--- config.mk ---
export PLATFORM = sky130hd
export DESIGN_NAME = paint_writer
export DESIGN_NICKNAME = d
export VERILOG_FILES = /design/src/rtl/fb_pkg.sv /design/src/rtl/fb_addr_calc.sv /design/src/rtl/paint_writer.sv
export SDC_FILE = /design/constraint.sdc
export NUM_CORES = 1
export LEC_CHECK = 0
export CAP_MARGIN = 10
export CORE_MARGIN = 1
export CORE_UTILIZATION = 39
export DETAILED_ROUTE_END_ITERATION = 7
export MAX_ROUTING_LAYER = met4
export PLACE_DENSITY_LB_ADDON = 0.15
export SYNTH_ARGS = -nofsm -noshare
export SYNTH_HDL_FRONTEND = slang
export SYNTH_SLANG_ARGS = --single-unit
--- constraint.sdc ---
create_clock -name clk -period 10.6 [get_ports clk]
set_clock_uncertainty 0.1 [all_clocks]
set_input_delay 1.59 -clock clk [delete_from_list [all_inputs] [get_ports clk]]
set_output_delay 1.59 -clock clk [all_outputs]
set_load 0.02 [all_outputs]
--- src/rtl/fb_pkg.sv ---
// Shared frame-buffer constants, colour codes and writer FSM encoding.
// Used by the paint writer and the scan-out side so both agree on the layout.
package fb_pkg;

  localparam logic [15:0] FB_BASE       = 16'd16384;
  localparam logic [15:0] FB_STRIDE     = 16'd16;
  localparam logic [15:0] WORDS_PER_ROW = 16'd20;
  localparam int          NUM_WORDS     = 1000;
  localparam logic [8:0]  DRAW_TOP      = 9'd80;
  localparam logic [9:0]  X_LIMIT       = 10'd640;
  localparam logic [8:0]  Y_LIMIT       = 9'd480;

  localparam logic [9:0]  TB_RED_MAX    = 10'd213;
  localparam logic [9:0]  TB_GREEN_MAX  = 10'd426;

  localparam logic [3:0]  WHITE = 4'b0000;
  localparam logic [3:0]  RED   = 4'b0001;
  localparam logic [3:0]  GREEN = 4'b0010;
  localparam logic [3:0]  BLUE  = 4'b0100;

  typedef enum logic [2:0] {
    IDLE,
    RD_REQ,
    RD_WAIT,
    WR_REQ,
    CLR
  } state_t;

  // Replace one 4-bit pixel of a memory word, keeping the other three.
  function automatic logic [15:0] merge_nibble(input logic [15:0] word,
                                               input logic [1:0]  n,
                                               input logic [3:0]  val);
    logic [15:0] r;
    r = word;
    r[{n, 2'b00} +: 4] = val;
    return r;
  endfunction

endpackage

--- src/rtl/fb_addr_calc.sv ---
// Cursor (x, y) to frame-buffer word address / pixel nibble, plus region flags.
// Purely combinational; the draw-area row offset is only meaningful when in_draw_o.
module fb_addr_calc
  import fb_pkg::*;
(
  input  logic [9:0]  x_i,
  input  logic [8:0]  y_i,
  output logic [15:0] addr_o,
  output logic [1:0]  nibble_o,
  output logic        in_draw_o,
  output logic        in_toolbar_o
);

  logic [8:0]  ydraw;
  logic [15:0] line;
  logic        in_range;

  always_comb begin
    ydraw        = y_i - DRAW_TOP;
    line         = 16'(x_i >> 5) + 16'(ydraw >> 3) * WORDS_PER_ROW;
    addr_o       = FB_BASE + line * FB_STRIDE;
    nibble_o     = 2'(x_i >> 3);
    in_range     = (x_i < X_LIMIT) && (y_i < Y_LIMIT);
    in_draw_o    = in_range && (y_i >= DRAW_TOP);
    in_toolbar_o = in_range && (y_i < DRAW_TOP);
  end

endmodule

--- src/rtl/paint_writer.sv ---
// Paint program front end: turns cursor/button activity into read-modify-write
// pixel updates and full-canvas clears on a shared req/gnt frame-buffer port.
module paint_writer
  import fb_pkg::*;
(
  input  logic        clk,
  input  logic        reset,
  input  logic [9:0]  x,
  input  logic [8:0]  y,
  input  logic        btn_left,
  input  logic        btn_right,
  input  logic        clear,
  output logic        mem_req,
  input  logic        mem_gnt,
  output logic        mem_we,
  output logic [15:0] mem_addr,
  output logic [15:0] mem_wdata,
  input  logic [15:0] mem_rdata,
  output logic [3:0]  color,
  output logic        busy
);

  state_t      state_q, state_d;
  logic [3:0]  color_q, color_d;
  logic [15:0] addr_q, addr_d;
  logic [1:0]  nib_q, nib_d;
  logic [3:0]  val_q, val_d;
  logic [15:0] wdata_q, wdata_d;
  logic [9:0]  k_q, k_d;
  logic        clr_pend_q, clr_pend_d;
  logic        clr_prev_q, btn_prev_q;
  logic        last_vld_q, last_vld_d;
  logic [15:0] last_addr_q, last_addr_d;
  logic [1:0]  last_nib_q, last_nib_d;
  logic [3:0]  last_val_q, last_val_d;

  logic [15:0] c_addr;
  logic [1:0]  c_nib;
  logic        c_draw, c_tool;
  logic        clr_edge, same_cell, erase_dup, paint_dup;

  fb_addr_calc u_addr (
    .x_i          (x),
    .y_i          (y),
    .addr_o       (c_addr),
    .nibble_o     (c_nib),
    .in_draw_o    (c_draw),
    .in_toolbar_o (c_tool)
  );

  assign clr_edge  = clear & ~clr_prev_q;
  assign same_cell = last_vld_q && (last_addr_q == c_addr) && (last_nib_q == c_nib);
  assign erase_dup = same_cell && (last_val_q == WHITE);
  assign paint_dup = same_cell && (last_val_q == color_q);

  always_comb begin
    state_d     = state_q;
    color_d     = color_q;
    addr_d      = addr_q;
    nib_d       = nib_q;
    val_d       = val_q;
    wdata_d     = wdata_q;
    k_d         = k_q;
    last_vld_d  = last_vld_q;
    last_addr_d = last_addr_q;
    last_nib_d  = last_nib_q;
    last_val_d  = last_val_q;
    // A clear edge arriving while already clearing is swallowed.
    clr_pend_d  = clr_pend_q | (clr_edge & (state_q != CLR));
    case (state_q)
      IDLE: begin
        if (clr_pend_q || clr_edge) begin
          state_d    = CLR;
          k_d        = '0;
          clr_pend_d = 1'b0;
        end else if (c_draw && btn_right) begin
          if (!erase_dup) begin
            state_d = RD_REQ;
            addr_d  = c_addr;
            nib_d   = c_nib;
            val_d   = WHITE;
          end
        end else if (c_draw && btn_left) begin
          if (!paint_dup) begin
            state_d = RD_REQ;
            addr_d  = c_addr;
            nib_d   = c_nib;
            val_d   = color_q;
          end
        end else if (c_tool && btn_left && !btn_prev_q) begin
          if (x <= TB_RED_MAX)        color_d = RED;
          else if (x <= TB_GREEN_MAX) color_d = GREEN;
          else                        color_d = BLUE;
        end
      end
      RD_REQ: begin
        if (mem_gnt) state_d = RD_WAIT;
      end
      RD_WAIT: begin
        wdata_d = merge_nibble(mem_rdata, nib_q, val_q);
        state_d = WR_REQ;
      end
      WR_REQ: begin
        if (mem_gnt) begin
          state_d     = IDLE;
          last_vld_d  = 1'b1;
          last_addr_d = addr_q;
          last_nib_d  = nib_q;
          last_val_d  = val_q;
        end
      end
      CLR: begin
        if (mem_gnt) begin
          if (k_q == 10'(NUM_WORDS - 1)) begin
            state_d    = IDLE;
            last_vld_d = 1'b0;
          end else begin
            k_d = k_q + 10'd1;
          end
        end
      end
      default: state_d = IDLE;
    endcase
  end

  always_ff @(posedge clk) begin
    if (reset) begin
      state_q     <= IDLE;
      color_q     <= RED;
      addr_q      <= '0;
      nib_q       <= '0;
      val_q       <= '0;
      wdata_q     <= '0;
      k_q         <= '0;
      clr_pend_q  <= 1'b0;
      clr_prev_q  <= 1'b0;
      btn_prev_q  <= 1'b0;
      last_vld_q  <= 1'b0;
      last_addr_q <= '0;
      last_nib_q  <= '0;
      last_val_q  <= '0;
    end else begin
      state_q     <= state_d;
      color_q     <= color_d;
      addr_q      <= addr_d;
      nib_q       <= nib_d;
      val_q       <= val_d;
      wdata_q     <= wdata_d;
      k_q         <= k_d;
      clr_pend_q  <= clr_pend_d;
      clr_prev_q  <= clear;
      btn_prev_q  <= btn_left;
      last_vld_q  <= last_vld_d;
      last_addr_q <= last_addr_d;
      last_nib_q  <= last_nib_d;
      last_val_q  <= last_val_d;
    end
  end

  assign mem_req   = (state_q == RD_REQ) || (state_q == WR_REQ) || (state_q == CLR);
  assign mem_we    = (state_q == WR_REQ) || (state_q == CLR);
  assign mem_addr  = (state_q == CLR) ? (FB_BASE + 16'(k_q) * FB_STRIDE) : addr_q;
  assign mem_wdata = (state_q == WR_REQ) ? wdata_q : 16'h0000;
  assign color     = color_q;
  assign busy      = (state_q != IDLE);

endmodule
==> qor.txt, run 1 <==
status - finished, violations left
failing checks - DRC
top post-synthesis cells by area - dfxtp_1, nand2_1, ha_1
mean post-synth cell area - 7.79 sq um
leading area contributor after synthesis - dfxtp_1
DRT Wirelength - 12.5 mm
critical path startpoint category - input port
met3 usage - 4.16%
CTS root buf - clkbuf_16
Routed WL per cell - 15.6 um
H-tree Lvls - 3
Peak supply drop - 0.0675 mV
busiest layer in global routing - met2
via/cell ratio - 5.48
power density cells - 154 nW/um^2
CTS Hold Bufs - 0
fill count - 1126
worst slew pin tran - 1.19 ns
GRT overflow - 0
Fmax - 156 MHz
Final Hold Fails - 0
WS Path Type - input port to register
Post-CTS Resized - 0
Initial Util - 40.2%
Rows - 39
Hold Crit Depth - 2
Mapped Cells - 594
worst-path cell with the longest stage delay - a21boi_1
Max-Cap Viols - 0
Die ar. - 12300 sq um
largest net degree at the start of global routing - 78
dpl hpwl - 8.77 mm
Cell Area, Synth - 4630 sq um
PortBufs - 74
Worst setup EP type - register
Final Max Slew Viols - 0
vias in the first global route - 4201
Setup violations, final - 0
r2r worst-path depth - 7
Core Region - 11500 sq um
Overall Global Routing Usage - 21.5%
setup TNS - 0 ns
async set-reset flop share out of synthesis - 0%
final worst path period share - 60.6%
met2 Resource Use GR - 35.8%
First-pass DRT Iterations - 7
first-pass GRT wire length - 20.8 mm
#FFs+latches synth - 70
Post-synth EDFFs - 0
most frequent CP cell - ha_1
sequential area share after synthesis - 30.3%
max incr delay on CP - 0.96 ns
Final ANT Viol Nets - 0
Clk pin slew, worst setup/hold paths - 0.05 ns
post-synth top area share - 30.3%
minimum clock period - 6.43 ns
warnings from Yosys - 0
CTS tree - built
initial antenna violation count - 0
DRC Markers - 17
ys flop type - dfxtp_1
P_leak - 0.00215 uW
synth unique cells - 60
Die X-Extent - 111 um
TritonCTS Buffers - 9
commonest cells in the netlist - nand2_1, dfxtp_1, nor2_1
Max-slew headroom - 20.4%
Final nets - 712
worst-path fanout max - 14
postcts setup bufs - 0
Sequential Area - 1400 sq um
Syn-to-layout area delta - 25.6%
hold_ws - 0.348 ns
Worst EP required - 10.77 ns
met1 usage - 26.5%
routed vias - 4383
RSZ-0062 raised after global routing - false
Ports - 80
1st-iter DRT viols - 252
layout cells sized above 1 - 5.63%
Die Y-Extent - 111 um
CP Cell Sequence - clkdlybuf4s50_1 -> inv_1 -> ha_1 -> xnor2_1 -> ha_1 -> ha_1 -> inv_1 -> fa_1 -> nand2b_1 -> a211oi_2 -> nor3b_1 -> o211a_1 -> o21ai_0 -> a21boi_1 -> o2111ai_1 -> nand4_1
clk_lat worst skew - 0.34 ns
# diodes - 0
area of the multi-input gates - 3020 sq um
hold crit path type - register to register
top-count cell post-synth - nand2_1
WP data arrival - 6.60 ns
Clock Sinks - 70
CTS Buffer Depth - 2
Placer Congestion - 0.804
[metrics by stage]
stage | setup slack [ns] | utilization, % | instance area [sq um] | std cells | power [uW]
3_5_place_dp | 3.82 | 47.3 | 5450 | 784 | 520
3_3_place_gp | 4.11 | 47.3 | 5450 | 784 | 517
2_1_floorplan | 5.25 | - | 4640 | 598 | 448
6_report | 4.17 | 50.5 | 5820 | 800 | 894
5_1_grt | 3.69 | 50.5 | 5820 | 800 | 936
4_1_cts | 4.15 | 50.5 | 5820 | 800 | 901
[state kept, by name, summed over array words and instances (netlist names)]
name / cells
wdata_q: 16
addr_q: 12
last_addr_q: 12
k_q: 10
color: 3
last_val_q: 3
state_q: 3
val_q: 3
last_nib_q: 2
nib_q: 2
btn_prev_q: 1
clr_pend_q: 1
clr_prev_q: 1
last_vld_q: 1
[per-layer routing]
metal / part of all wire (%) / wire length, um / up-vias
li1: - / - / 2207
met3: 4.2 / 528 / 8
met5: 0 / 0 / -
met2: 49 / 6090 / 108
met4: 1.0 / 126 / 0
met1: 46 / 5710 / 2060
[worst paths after layout]
kind                                              start                      end  slack, ns
worst max-delay path                               y[4]  addr_q[14]$_SDFFE_PP0P_       4.17
worst min-delay path            wdata_q[7]$_SDFFE_PP0N_  wdata_q[7]$_SDFFE_PP0N_       0.35
worst max register to register  state_q[2]$_SDFFE_PP0P_    val_q[2]$_SDFFE_PP0P_       8.06
worst min register to register  wdata_q[7]$_SDFFE_PP0N_  wdata_q[7]$_SDFFE_PP0N_       0.35
[cell families (layout without fill, tap and decap cells)]
family / after synthesis / in the layout / synth area share [%]
xor+xnor: 34 / 34 / 7.03
compound gates: 114 / 114 / 18.2
simple gates: 300 / 300 / 33.6
flops: 70 / 70 / 30.3
fa+ha+maj: 19 / 19 / 5.46
buf+inv: 54 / 113 / 4.92
mux: 2 / 2 / 0.432
other cells: 1 / 5 / 0.0810
[report_power, final]
part	switching (uW)	internal (uW)	total, uW
combinational	129	95.6	224
clock	119	261	380
sequential	12.7	277	290
total	260	634	894
[layout by cell type, fill, tap and decap left out, types with 3 or more instances in the layout]
master / instances
a211oi_1: 4
a21oi_1: 31
a311oi_1: 13
a32o_1: 3
a32oi_1: 11
and2_1: 20
and3_1: 4
buf_4: 6
bufinv_16: 4
clkbuf_16: 9
clkdlybuf4s50_1: 73
conb_1: 5
dfxtp_1: 70
ha_1: 17
inv_1: 16
nand2_1: 86
nand2b_1: 20
nand3_1: 26
nand3b_1: 4
nand4_1: 8
nor2_1: 39
nor2b_1: 33
nor3_1: 24
nor3b_1: 14
nor4b_1: 4
o2111ai_1: 3
o211a_1: 3
o211ai_1: 15
o21ai_0: 11
or2_2: 5
or3_1: 3
xnor2_1: 15
xor2_1: 17
[critical path: cells and delay by family]
kind,cells,cell delay [ns]
AOI/OAI and AO/OA,5,2.01
adders and majority gates,4,1.20
and+or+nand+nor,3,0.79
buffers and inverters,3,0.75
xor gates and xnor gates,1,0.25
[cell type report]
type	count	area share [%]
Sequential cell	70	24.1
Timing Repair Buffer	80	13.4
Clock buffer	11	4.17
Clock inverter	5	2.22
Multi-Input combinational cell	474	51.9
Inverter	17	1.10
Tap cell	143	3.08
No activity file was read; power rests on OpenSTA's default activity.
==> run 2: changes to the inputs <==
==> constraint.sdc (replaced) <==
create_clock -name clk -period 6.3 [get_ports clk]
set_clock_uncertainty 0.1 [all_clocks]
set_input_delay 0.945 -clock clk [delete_from_list [all_inputs] [get_ports clk]]
set_output_delay 0.945 -clock clk [all_outputs]
set_load 0.02 [all_outputs]
==> run 2 against run 1 <==
Against the previous run:
- the flow still finishes with violations (DRC)
- design area fell by 0.95%
- highest routed layer unchanged
- via count is 0.66% higher
- first-iteration DRC count increased by 16%
- register-to-register slack worse by 4.3 ns
- largest power group unchanged
- wire length up 0.33%
- critical path depth grew 1
- cell count increased by 0.38%
- critical path type unchanged
- worst setup slack got worse by 3.4 ns
==> qor.txt, run 2 (synthesis results as in run 1) <==
status - finished, violations left
failing checks - DRC
Setup violations, final - 0
clk_lat worst skew - 0.34 ns
First-pass DRT Iterations - 7
Hold Crit Depth - 2
RSZ-0062 raised after global routing - false
Final Max Slew Viols - 0
Syn-to-layout area delta - 24.5%
final worst path period share - 88.5%
P_leak - 0.00213 uW
Final nets - 715
CTS Hold Bufs - 0
initial antenna violation count - 0
GRT overflow - 0
Peak supply drop - 0.121 mV
worst hold start - wdata_q[7]$_SDFFE_PP0N_
CTS Buffer Depth - 2
CTS tree - built
PortBufs - 74
max reg flops - 16
routed vias - 4412
Hold Path End - wdata_q[7]$_SDFFE_PP0N_
worst-path fanout max - 34
commonest non-fill, non-tap cell in the layout - nand2_1
WP data arrival - 5.69 ns
Worst setup EP type - register
Rows - 39
Placement Cell Area - 5460 sq um
worst slew pin tran - 0.830 ns
Max-Cap Viols - 0
largest net degree at the start of global routing - 77
Routed WL per cell - 15.6 um
hold crit path type - register to register
dpl hpwl - 8.97 mm
DRC Markers - 16
# diodes - 0
DRT Wirelength - 12.5 mm
Post-Route Utilization - 50.0%
layout cells sized above 1 - 6.06%
Max-slew headroom - 44.6%
Most flops, register - wdata_q
Final ANT Viol Nets - 0
Placer Congestion - 0.834
Post-CTS Resized - 0
vias in the first global route - 4093
Overall Global Routing Usage - 21.2%
most frequent cells in the layout - nand2_1, clkdlybuf4s50_1, dfxtp_1
Die Y-Extent - 111 um
postcts setup bufs - 0
WS Path Type - input port to register
Worst EP required - 6.42 ns
H-tree Lvls - 3
Clk pin slew, worst setup/hold paths - 0.05 ns
first-pass GRT wire length - 20.3 mm
minimum clock period - 5.57 ns
Final Cell Area - 5760 sq um
Core Region - 11500 sq um
Die ar. - 12300 sq um
reg-to-reg startpoint - state_q[2]$_SDFFE_PP0P_
power density cells - 240 nW/um^2
1st-iter DRT viols - 293
setup TNS - 0 ns
TritonCTS Buffers - 9
CTS root buf - clkbuf_16
Ports - 80
Initial Util - 40.2%
Clock Sinks - 70
via/cell ratio - 5.49
Final Hold Fails - 0
hold_ws - 0.347 ns
FF-to-FF setup slack - 3.74 ns
Fmax - 179 MHz
Largest regs - wdata_q (16), addr_q (12), last_addr_q (12)
Die X-Extent - 111 um
r2r worst-path depth - 7
critical path startpoint category - input port
reg2reg end - val_q[1]$_SDFFE_PP0P_
run 2: critical path, cell delays in order:
cell             delay (ns)
clkdlybuf4s50_1        0.58
inv_1                  0.12
ha_1                   0.24
xnor2_1                0.22
ha_1                   0.27
ha_1                   0.22
inv_1                  0.08
fa_1                   0.48
nand2b_1               0.22
a211oi_2               0.45
nor3b_1                0.45
a32o_1                 0.22
o21ai_0                0.15
a2111oi_4              0.32
buf_4                  0.35
nor2b_1                0.09
a311o_1                0.27
run 2: final cells by class:
type	instances	area, sq um
multi-input combinational	474	3020
clock buffer	9	225
fill	1125	5750
timing repair buffer	83	803
clock inverter	7	73.8
inverter	17	63.8
tap	143	179
sequential	70	1400
run 2: power by group:
group	internal (uW)	switching, uW
Combinational	163	219
Clock	308	207
Sequential	466	21.7
Total	937	448
run 2: worst max path at each step:
stage | to | startpoint | cells past startpoint
floorplan | addr_q[15]$_SDFFE_PP0P_ | y[4] | 16
global placement | addr_q[10]$_SDFFE_PP0P_ | y[4] | 17
detailed placement | addr_q[10]$_SDFFE_PP0P_ | y[4] | 17
CTS | addr_q[10]$_SDFFE_PP0P_ | y[4] | 17
global route | addr_q[9]$_SDFFE_PP0P_ | y[4] | 17
finish | addr_q[10]$_SDFFE_PP0P_ | y[4] | 17
run 2: metal layers:
layer	vias to the layer above	GRT usage, %	routed length (um)
met5	-	-	0
met4	0	8.04	206
met3	17	2.79	476
met2	89	35.2	6020
met1	2088	26.1	5800
li1	2218	-	-
run 2: metrics by stage:
step / worst slack, ns / power [uW] / instances
3_3_place_gp: 0.629 / 871 / 787
5_1_grt: 0.437 / 1450 / 803
6_report: 0.727 / 1380 / 803
4_1_cts: 0.764 / 1390 / 803
2_1_floorplan: 1.60 / 753 / 598
3_5_place_dp: 0.457 / 876 / 787
